File: src/rtl/write_full.sv
// Write-side pointer/full stage of the async FIFO: read-pointer synchroniser, write pointer, full/overflow flags.
// Optional almost-full flag is built only when WRITE_FULL_ALMOST_EN is defined.
module write_full #(
  parameter int FIFO_DEPTH_BIT  = 4,
  parameter int SYNC_STAGES     = 2,
  parameter int ALMOST_FULL_GAP = 2
) (
  input  logic                      w_clk,
  input  logic                      w_rst_n,
  input  logic                      w_en,
  input  logic [FIFO_DEPTH_BIT:0]   read_addr_gray,
  output logic                      w_accept,
  output logic [FIFO_DEPTH_BIT-1:0] write_addr,
  output logic [FIFO_DEPTH_BIT:0]   write_addr_gray,
  output logic                      flag_full,
  output logic                      flag_overflow
`ifdef WRITE_FULL_ALMOST_EN
  ,
  output logic                      flag_almost_full
`endif
);

  localparam int PTR_W = FIFO_DEPTH_BIT + 1;
  localparam int MSB   = FIFO_DEPTH_BIT;

  logic [PTR_W-1:0] r_sync [SYNC_STAGES];
  logic [PTR_W-1:0] r_wbin;
  logic [PTR_W-1:0] r_wgray;
  logic             r_full;
  logic             r_overflow;

  logic [PTR_W-1:0] w_rqSync;
  logic [PTR_W-1:0] w_wbinNext;
  logic [PTR_W-1:0] w_wgrayNext;
  logic [PTR_W-1:0] w_fullTarget;
  logic             w_fullNext;

  assign w_rqSync     = r_sync[SYNC_STAGES-1];
  assign w_accept     = w_en & ~r_full;
  assign w_wbinNext   = r_wbin + {{FIFO_DEPTH_BIT{1'b0}}, w_accept};
  assign w_wgrayNext  = (w_wbinNext >> 1) ^ w_wbinNext;
  // Full when the next write pointer is exactly one lap ahead of the synchronised read pointer.
  assign w_fullTarget = {~w_rqSync[MSB:MSB-1], w_rqSync[MSB-2:0]};
  assign w_fullNext   = (w_wgrayNext == w_fullTarget);

  assign write_addr      = r_wbin[FIFO_DEPTH_BIT-1:0];
  assign write_addr_gray = r_wgray;
  assign flag_full       = r_full;
  assign flag_overflow   = r_overflow;

  always_ff @(posedge w_clk or negedge w_rst_n) begin
    if (!w_rst_n) begin
      for (int i = 0; i < SYNC_STAGES; i++) r_sync[i] <= '0;
      r_wbin     <= '0;
      r_wgray    <= '0;
      r_full     <= 1'b0;
      r_overflow <= 1'b0;
    end else begin
      r_sync[0] <= read_addr_gray;
      for (int i = 1; i < SYNC_STAGES; i++) r_sync[i] <= r_sync[i-1];
      r_wbin  <= w_wbinNext;
      r_wgray <= w_wgrayNext;
      r_full  <= w_fullNext;
      if (w_en && r_full) r_overflow <= 1'b1;
    end
  end

`ifdef WRITE_FULL_ALMOST_EN
  localparam logic [PTR_W-1:0] AF_LEVEL = PTR_W'((1 << FIFO_DEPTH_BIT) - ALMOST_FULL_GAP);

  logic [PTR_W-1:0] w_rbinSync;
  logic [PTR_W-1:0] w_level;
  logic             r_almostFull;

  // Gray to binary: each binary bit is the XOR of all Gray bits at or above it.
  always_comb begin
    w_rbinSync = '0;
    for (int i = 0; i < PTR_W; i++) w_rbinSync[i] = ^(w_rqSync >> i);
  end

  assign w_level          = w_wbinNext - w_rbinSync;
  assign flag_almost_full = r_almostFull;

  always_ff @(posedge w_clk or negedge w_rst_n) begin
    if (!w_rst_n) r_almostFull <= 1'b0;
    else          r_almostFull <= (w_level >= AF_LEVEL);
  end
`endif

endmodule

File: config.mk
export PLATFORM = sky130hd
export DESIGN_NAME = write_full
export DESIGN_NICKNAME = d
export VERILOG_FILES = /design/src/rtl/write_full.sv
export SDC_FILE = /design/constraint.sdc
export NUM_CORES = 1
export LEC_CHECK = 0
export CAP_MARGIN = 20
export CORE_MARGIN = 4
export CORE_UTILIZATION = 45
export DETAILED_ROUTE_END_ITERATION = 16
export GPL_ROUTABILITY_DRIVEN = 0
export PLACE_DENSITY = 0.75
export SYNTH_ARGS = -nofsm -noshare
export SYNTH_HDL_FRONTEND = slang
export SYNTH_SLANG_ARGS = --single-unit
File: constraint.sdc
create_clock -name w_clk -period 2.25 [get_ports w_clk]
set_input_delay 0.3375 -clock w_clk [delete_from_list [all_inputs] [get_ports w_clk]]
set_output_delay 0.3375 -clock w_clk [all_outputs]
set_load 0.1 [all_outputs]
==> results.toml, run 1 <==
[cts]
clkSinkCount = 21
postCtsSetupBuffers = 0
hold_buffers = 0
ctsResizeCount = 0
insertion_delay_ns = 0.30
clockRootBuffer = "clkbuf_4"
cts_buffer_depth = 2
numCtsBuffers = 3
cts_max_level = 1
cts_tree = "yes"
clk_pin_slew_ns = 0.11

[cells_and_area]
synthToLayoutAreaGrowth_pct = 42.3
seq_area_sq_um = 529
nNetsFinal = 85
fillers = 129
design_area_sq_um = 1060
finish.utilization_pct = 68.6
drive_gt1_share_pct = 39.2
multi_input_area_sq_um = 267
antenna_cells = 0

[critical_path]
start_kind = "input pin"
path_class = "input pin to flop"
critPathMaxStageDelay_ns = 0.49
required_ns = 2.47
cp-end-kind = "flop"
crit_slowest_cell = "clkdlybuf4s50_1"
worst-path-max-fanout = 4
crit_chain = "clkdlybuf4s50_1, nor2b_4, ha_4, ha_4, nand3_2, xnor2_2, or3_1, a221oi_2"
arrival_ns = 2.21
crit_top_cell = "ha_4"

[run]
timing.max_cap.violations = 0

[global_routing]
grt_antenna_before_repair = 0
first_global_vias = 480
track_usage_pct = 12.5
grt_first_pass_wirelength_um = 2210
grt_max_degree = 22
gr-total-overflow = 0

[placement]
dp_slack_ns = -0.101
hpwl_um = 957
portBuffers = 19
placed_cell_area_sq_um = 1030

[timing]
setup_viol = 0
final.setup.tns_ns = 0
fin_crit_sh_pct = 88.8
rsz0062_at_grt = "false"
fin_worst_skew_ns = 0.00189
fmax_mhz = 500
fin_ws_ns = 0.251
worstMarginPinSlew_ns = 0.270
hold_violations = 0
report.final.slew_viol_count = 0
relSlewSlack_pct = 81.8
period_needed_ns = 2.00

[drt]
wl_um = 1210
drtPass1Iterations = 2
drt-wirelength-per-cell_um = 13.5
drtAntennaViolNets = 0
vias = 445
routed_via_density = 4.94
drc = 0
drt_iter0_drc = 1

[synthesis]
synth_top_area_share_pct = 70.7
ys_seq_area_share_pct = 70.7
ys_ff_latch = 21
synth.area.mux_share_pct = 0
synth-simple-area-share_pct = 5.22
post-synth-top-count-cell = "dfrtp_1"
synth_area_leaders = "dfrtp_1 (71%), xor2_1 (8.2%), xnor2_1 (4.7%), ha_1 (3.4%), xor3_1 (3.2%)"
synthXorXnorAreaFrac_pct = 16.2
synthArstFlopShare_pct = 100
synth_fa_ha_area_share_pct = 3.37
syn_nets = 56
synthDistinctLibCells = 12
synth_top_flop_cell = "dfrtp_1"
synth_edf_count = 0
synth_area_per_cell_sq_um = 16.2
synthesis.area_sq_um = 743
synth_compound_area_share_pct = 4.04
syn_inst = 46
yosys_warnings = 0
synth_top_cell_by_area = "dfrtp_1"
synth_top_family_by_area = "XOR/XNOR gates"
synth.top_cells.by_count = "dfrtp_1 (21), xor2_1 (7), nand3_1 (4), xnor2_1 (4)"

[hold_path]
hold_path_class = "flop to flop"

[floorplan]
die-height_um = 48.6
ioPinCount = 20
initial_core_util_pct = 48.2
die_width_um = 48.6
core-area_sq_um = 1540
dieArea_sq_um = 2370
num_rows = 14

[run_status]
status = "finished clean"
state kept, by name, summed over array words and instances (netlist names):
| name | cells |
|---|---|
| r_sync | 5 |
| w_rqSync | 5 |
| flag_full | 1 |
| write_addr_gray | 4 |
| r_wbin | 5 |
| flag_overflow | 1 |
per-stage QoR:
stage | cells | hold slack (ns)
6_report | 90 | 0.360
5_1_grt | 90 | 0.355
4_1_cts | 90 | 0.358
3_5_place_dp | 86 | 0.336
3_3_place_gp | 86 | 0.333
2_1_floorplan | 46 | 0.0419
critical path, delay by kind of cell:
family / cells / cell delay, ns
simple gates: 3 / 0.65
buf+inv: 1 / 0.49
fa+ha+maj: 2 / 0.30
compound gates: 1 / 0.24
xor+xnor: 1 / 0.19
path summary, 6_finish.rpt:
check	start	end	slack, ns	cells past startpoint
setup / recovery	w_en	flag_full	0.25	8
hold / removal	r_sync[8]	w_rqSync[3]	0.36	0
setup reg to reg	flag_full	flag_full	0.29	7
hold reg to reg	r_sync[8]	w_rqSync[3]	0.36	0
max in group asynchronous	w_rst_n	flag_full	1.65	2
min in group asynchronous	w_rst_n	write_addr_gray[2]	0.37	2
cells by family (layout without fill, tap and decap cells):
group                    count (synthesis)  count (layout)
AND/OR/NAND/NOR                          7               7
adder cells (fa/ha/maj)                  2               2
XOR/XNOR                                12              12
flip-flops                              21              21
buffers and inverters                    1              29
AO/OA/AOI/OAI                            3               3
cells in the final DEF (no fill, tap or decap):
cell type | netlist | final
xor3_1 | 1 | 1
nand3_1 | 4 | 3
buf_12 | 0 | 1
buf_4 | 0 | 16
xor2_1 | 7 | 6
inv_1 | 1 | 1
nand3_2 | 0 | 1
xnor2_1 | 4 | 3
clkbuf_4 | 0 | 3
or3_1 | 2 | 2
a21boi_1 | 1 | 1
nor2b_4 | 0 | 1
ha_4 | 0 | 2
a21o_1 | 1 | 1
clkinv_2 | 0 | 1
a221oi_2 | 1 | 1
dfrtp_4 | 0 | 1
xor2_2 | 0 | 1
xnor2_2 | 0 | 1
clkdlybuf4s50_1 | 0 | 7
dfrtp_1 | 21 | 20
metal layers:
metal | routed length [um] | GRT usage (%)
met1 | 465 | 14.5
met2 | 572 | 17.2
met3 | 98 | 5.21
met4 | 77 | 11.2
met5 | 0 | 0
layout make-up:
type	count	share of cell area (%)
Sequential cell	21	50.1
Multi-Input combinational cell	24	25.2
Clock buffer	3	2.13
Inverter	1	0.355
Timing Repair Buffer	24	19.9
Tap cell	16	1.89
Clock inverter	1	0.473
Power of run 1 is left out: the tool's default activity adds up to more than one toggle a clock period on the data nets, which glitch-free logic cannot reach.
==> inputs of run 2 (changes only) <==
--- a/config.mk
+++ b/config.mk
@@ -7,3 +7,3 @@
 export LEC_CHECK = 0
-export CAP_MARGIN = 20
+export CAP_MARGIN = 30
 export CORE_MARGIN = 4
@@ -16 +16,2 @@
 export SYNTH_SLANG_ARGS = --single-unit
+export TNS_END_PERCENT = 20
==> constraint.sdc (replaced) <==
create_clock -name w_clk -period 2.25 [get_ports w_clk]
set_input_delay 0.45 -clock w_clk [delete_from_list [all_inputs] [get_ports w_clk]]
set_output_delay 0.45 -clock w_clk [all_outputs]
set_load 0.1 [all_outputs]
==> results.toml, run 2 (synthesis gave the netlist of run 1 again) <==
[run_status]
status = "finished clean"

[cts]
hold_buffers = 0
clkSinkCount = 21
insertion_delay_ns = 0.30
numCtsBuffers = 3
clk_pin_slew_ns = 0.11
cts_max_level = 1
postCtsSetupBuffers = 0
cts_buffer_depth = 2
ctsResizeCount = 0
clockRootBuffer = "clkbuf_4"
cts_tree = "yes"

[critical_path]
arrival_ns = 2.36
path_class = "input pin to flop"
start_kind = "input pin"
worst-path-max-fanout = 4
required_ns = 2.46
cp-end-kind = "flop"

[timing]
final.setup.tns_ns = 0
hold_violations = 0
worstMarginPinSlew_ns = 0.272
fin_crit_sh_pct = 95.5
report.final.slew_viol_count = 0
fmax_mhz = 465
setup_viol = 0
fin_ws_ns = 0.102
relSlewSlack_pct = 81.7
fin_worst_skew_ns = 0.00317
period_needed_ns = 2.15
rsz0062_at_grt = "false"

[cells_and_area]
antenna_cells = 0
fillers = 121
synthToLayoutAreaGrowth_pct = 41.2
layout_common_cells = "dfrtp_1 (20), buf_4 (15), clkdlybuf4s50_1 (7), xor2_1 (6)"
drive_gt1_share_pct = 38.4
final_common_cell = "dfrtp_1"
nNetsFinal = 84
design_area_sq_um = 1050

[placement]
placed_cell_area_sq_um = 1020
hpwl_um = 940
portBuffers = 19
dp_slack_ns = -0.217

[drt]
routed_via_density = 4.82
drtPass1Iterations = 1
drt-wirelength-per-cell_um = 13.0
wl_um = 1160
drt_iter0_drc = 0
drc = 0
drtAntennaViolNets = 0
vias = 429

[global_routing]
gr-total-overflow = 0
first_global_vias = 503
grt_max_degree = 22
grt_antenna_before_repair = 0
track_usage_pct = 11.3
grt_first_pass_wirelength_um = 2130

[floorplan]
ioPinCount = 20
dieArea_sq_um = 2370
num_rows = 14
die-height_um = 48.6
initial_core_util_pct = 48.2
core-area_sq_um = 1540
die_width_um = 48.6

[run]
timing.max_cap.violations = 0

[hold_path]
hold_path_class = "flop to flop"
run 2: cell count changes in the layout (fill, tap and decap cells not counted), sizes merged:
cell / previous run / this run
buf: 17 / 16
run 2: final cells by class:
cell class                 instances  area [sq um]  share of cell area (%)
multi-input combinational         24           267                    25.4
inverter                           1          3.75                   0.358
timing repair buffer              23           203                    19.3
sequential                        21           529                    50.4
tap                               16          20.0                    1.91
clock buffer                       3          22.5                    2.15
clock inverter                     1          5.00                   0.477
run 2: path summary, 6_finish.rpt:
path                       cells after the start                  to       from  slack (ns)
max reg2reg                                    7           flag_full  flag_full        0.25
min reg2reg                                    0         w_rqSync[0]  r_sync[5]        0.37
max                                            8           flag_full       w_en        0.10
min in group asynchronous                      2  write_addr_gray[3]    w_rst_n        0.48
max in group asynchronous                      2           flag_full    w_rst_n        1.55
min                                            0         w_rqSync[0]  r_sync[5]        0.37
run 2: per-layer routing:
| layer | share of wire (%) | vias up | track usage [%] | routed length [um] |
|---|---|---|---|---|
| li1 | - | 204 | - | - |
| met1 | 35 | 212 | 13.2 | 410 |
| met2 | 57 | 13 | 19.6 | 660 |
| met3 | 7.8 | 0 | 3.07 | 90 |
| met4 | 0 | 0 | 4.04 | 0 |
| met5 | 0 | - | 0 | 0 |
run 2: critical path, stage by stage:
cell             delay (ns)
clkdlybuf4s50_1        0.48
nor2b_4                0.17
ha_4                   0.15
ha_4                   0.15
nand3_2                0.10
xnor2_2                0.19
or3_1                  0.40
a221oi_2               0.25
run 2: metrics by stage:
step | utilization, % | std cells | hold slack [ns]
floorplan | - | 46 | 0.154
finish | 68.1 | 89 | 0.368
global placement | 66.3 | 85 | 0.333
CTS | 68.1 | 89 | 0.372
global route | 68.1 | 89 | 0.380
detailed placement | 66.3 | 85 | 0.347
Power of run 2 is left out for the same reason.
==> inputs of run 3 (changes only) <==
CORE_MARGIN = default   (was 4)
HOLD_SLACK_MARGIN = 0.06   (was default)
==> results.toml, run 3 (synthesis gave the netlist of run 1 again) <==
[cts]
clk_pin_slew_ns = 0.11
cts_tree = "yes"
hold_buffers = 0
cts_buffer_depth = 2
insertion_delay_ns = 0.30
ctsResizeCount = 0
clockRootBuffer = "clkbuf_4"
cts_max_level = 1
postCtsSetupBuffers = 0
numCtsBuffers = 3
clkSinkCount = 21

[placement]
dp_slack_ns = -0.225
hpwl_um = 956
portBuffers = 19

[critical_path]
start_kind = "input pin"
cp-end-kind = "flop"
r2r-end = "flag_full"
worst-path-max-fanout = 4
r2r_setup_slack_ns = 0.25
reg2regPathDepth = 7
r2r-start = "flag_full"
arrival_ns = 2.36
required_ns = 2.45
path_class = "input pin to flop"

[drt]
drtAntennaViolNets = 0
drt_iter0_drc = 5
drc = 0
wl_um = 1200
routed_via_density = 4.87
vias = 443
drt-wirelength-per-cell_um = 13.2
drtPass1Iterations = 4

[hold_path]
hold_path_end = "w_rqSync[3]"
holdPathStages = 0
worstHoldStart = "r_sync[8]"
hold_path_class = "flop to flop"

[floorplan]
initial_core_util_pct = 48.8
die_width_um = 42.6
num_rows = 14
dieArea_sq_um = 1820
core-area_sq_um = 1520
ioPinCount = 20
die-height_um = 42.6

[timing]
relSlewSlack_pct = 56.0
fin_ws_ns = 0.0967
setup_viol = 0
hold_violations = 0
fmax_mhz = 464
final.setup.tns_ns = 0
fin_worst_skew_ns = 0.00573
worstMarginPinSlew_ns = 0.658
report.final.slew_viol_count = 0
fin_crit_sh_pct = 95.7
rsz0062_at_grt = "false"
period_needed_ns = 2.15

[cells_and_area]
layout_common_cells = "dfrtp_1 (20), buf_4 (17), clkdlybuf4s50_1 (7), xor2_1 (6)"
antenna_cells = 0
synthToLayoutAreaGrowth_pct = 43.3
nNetsFinal = 86
drive_gt1_share_pct = 40.0
final_common_cell = "dfrtp_1"
finish.utilization_pct = 69.9

[global_routing]
track_usage_pct = 16.2
grt_first_pass_wirelength_um = 2080
gr-total-overflow = 0
first_global_vias = 468
grt_antenna_before_repair = 0
grt_max_degree = 16

[run_status]
status = "finished clean"

[run]
timing.max_cap.violations = 0
-- run 3: cell types whose count changed in the layout (fill, tap and decap cells not counted), sizes merged --
cell and change:
buf +2
-- run 3: how the worst max path moves through the flow --
stage / startpoint / endpoint / slack, ns / depth (start not counted)
4_1_cts: w_en / flag_full / 0.10 / 8
3_5_place_dp: w_en / flag_full / -0.23 / 8
5_1_grt: w_en / flag_full / 0.01 / 8
2_1_floorplan: flag_full / flag_full / -0.38 / 7
3_3_place_gp: w_en / flag_full / -0.19 / 8
6_report: w_en / flag_full / 0.1 / 8
-- run 3: routing by layer --
metal | track usage (%) | routed length (um) | up-vias
li1 | - | - | 211
met1 | 19.2 | 478 | 212
met2 | 26.7 | 640 | 16
met3 | 3.88 | 52 | 4
met4 | 9.38 | 29 | 0
met5 | 0 | 0 | -
-- run 3: worst max-delay path: stages --
cell and delay [ns]:
clkdlybuf4s50_1 0.49, nor2b_4 0.17, ha_4 0.15, ha_4 0.15, nand3_2 0.10, xnor2_2 0.19
or3_1 0.39, a221oi_2 0.27
-- run 3: area by class of cell --
type	instances	area, sq um
inverters	1	3.75
flip-flops and latches	21	529
clock buffers	3	22.5
well taps	16	20.0
multi-input cells	24	267
fillers	124	459
clock inverters	1	5.00
repair buffers	25	218
-- run 3: per-stage QoR --
step,cell area [sq um],hold slack (ns),instances
CTS,1060,0.365,91
global placement,1040,0.333,87
detailed placement,1040,0.339,87
global route,1060,0.380,91
finish,1060,0.364,91
floorplan,800,0.154,46
Power of run 3 is left out for the same reason.
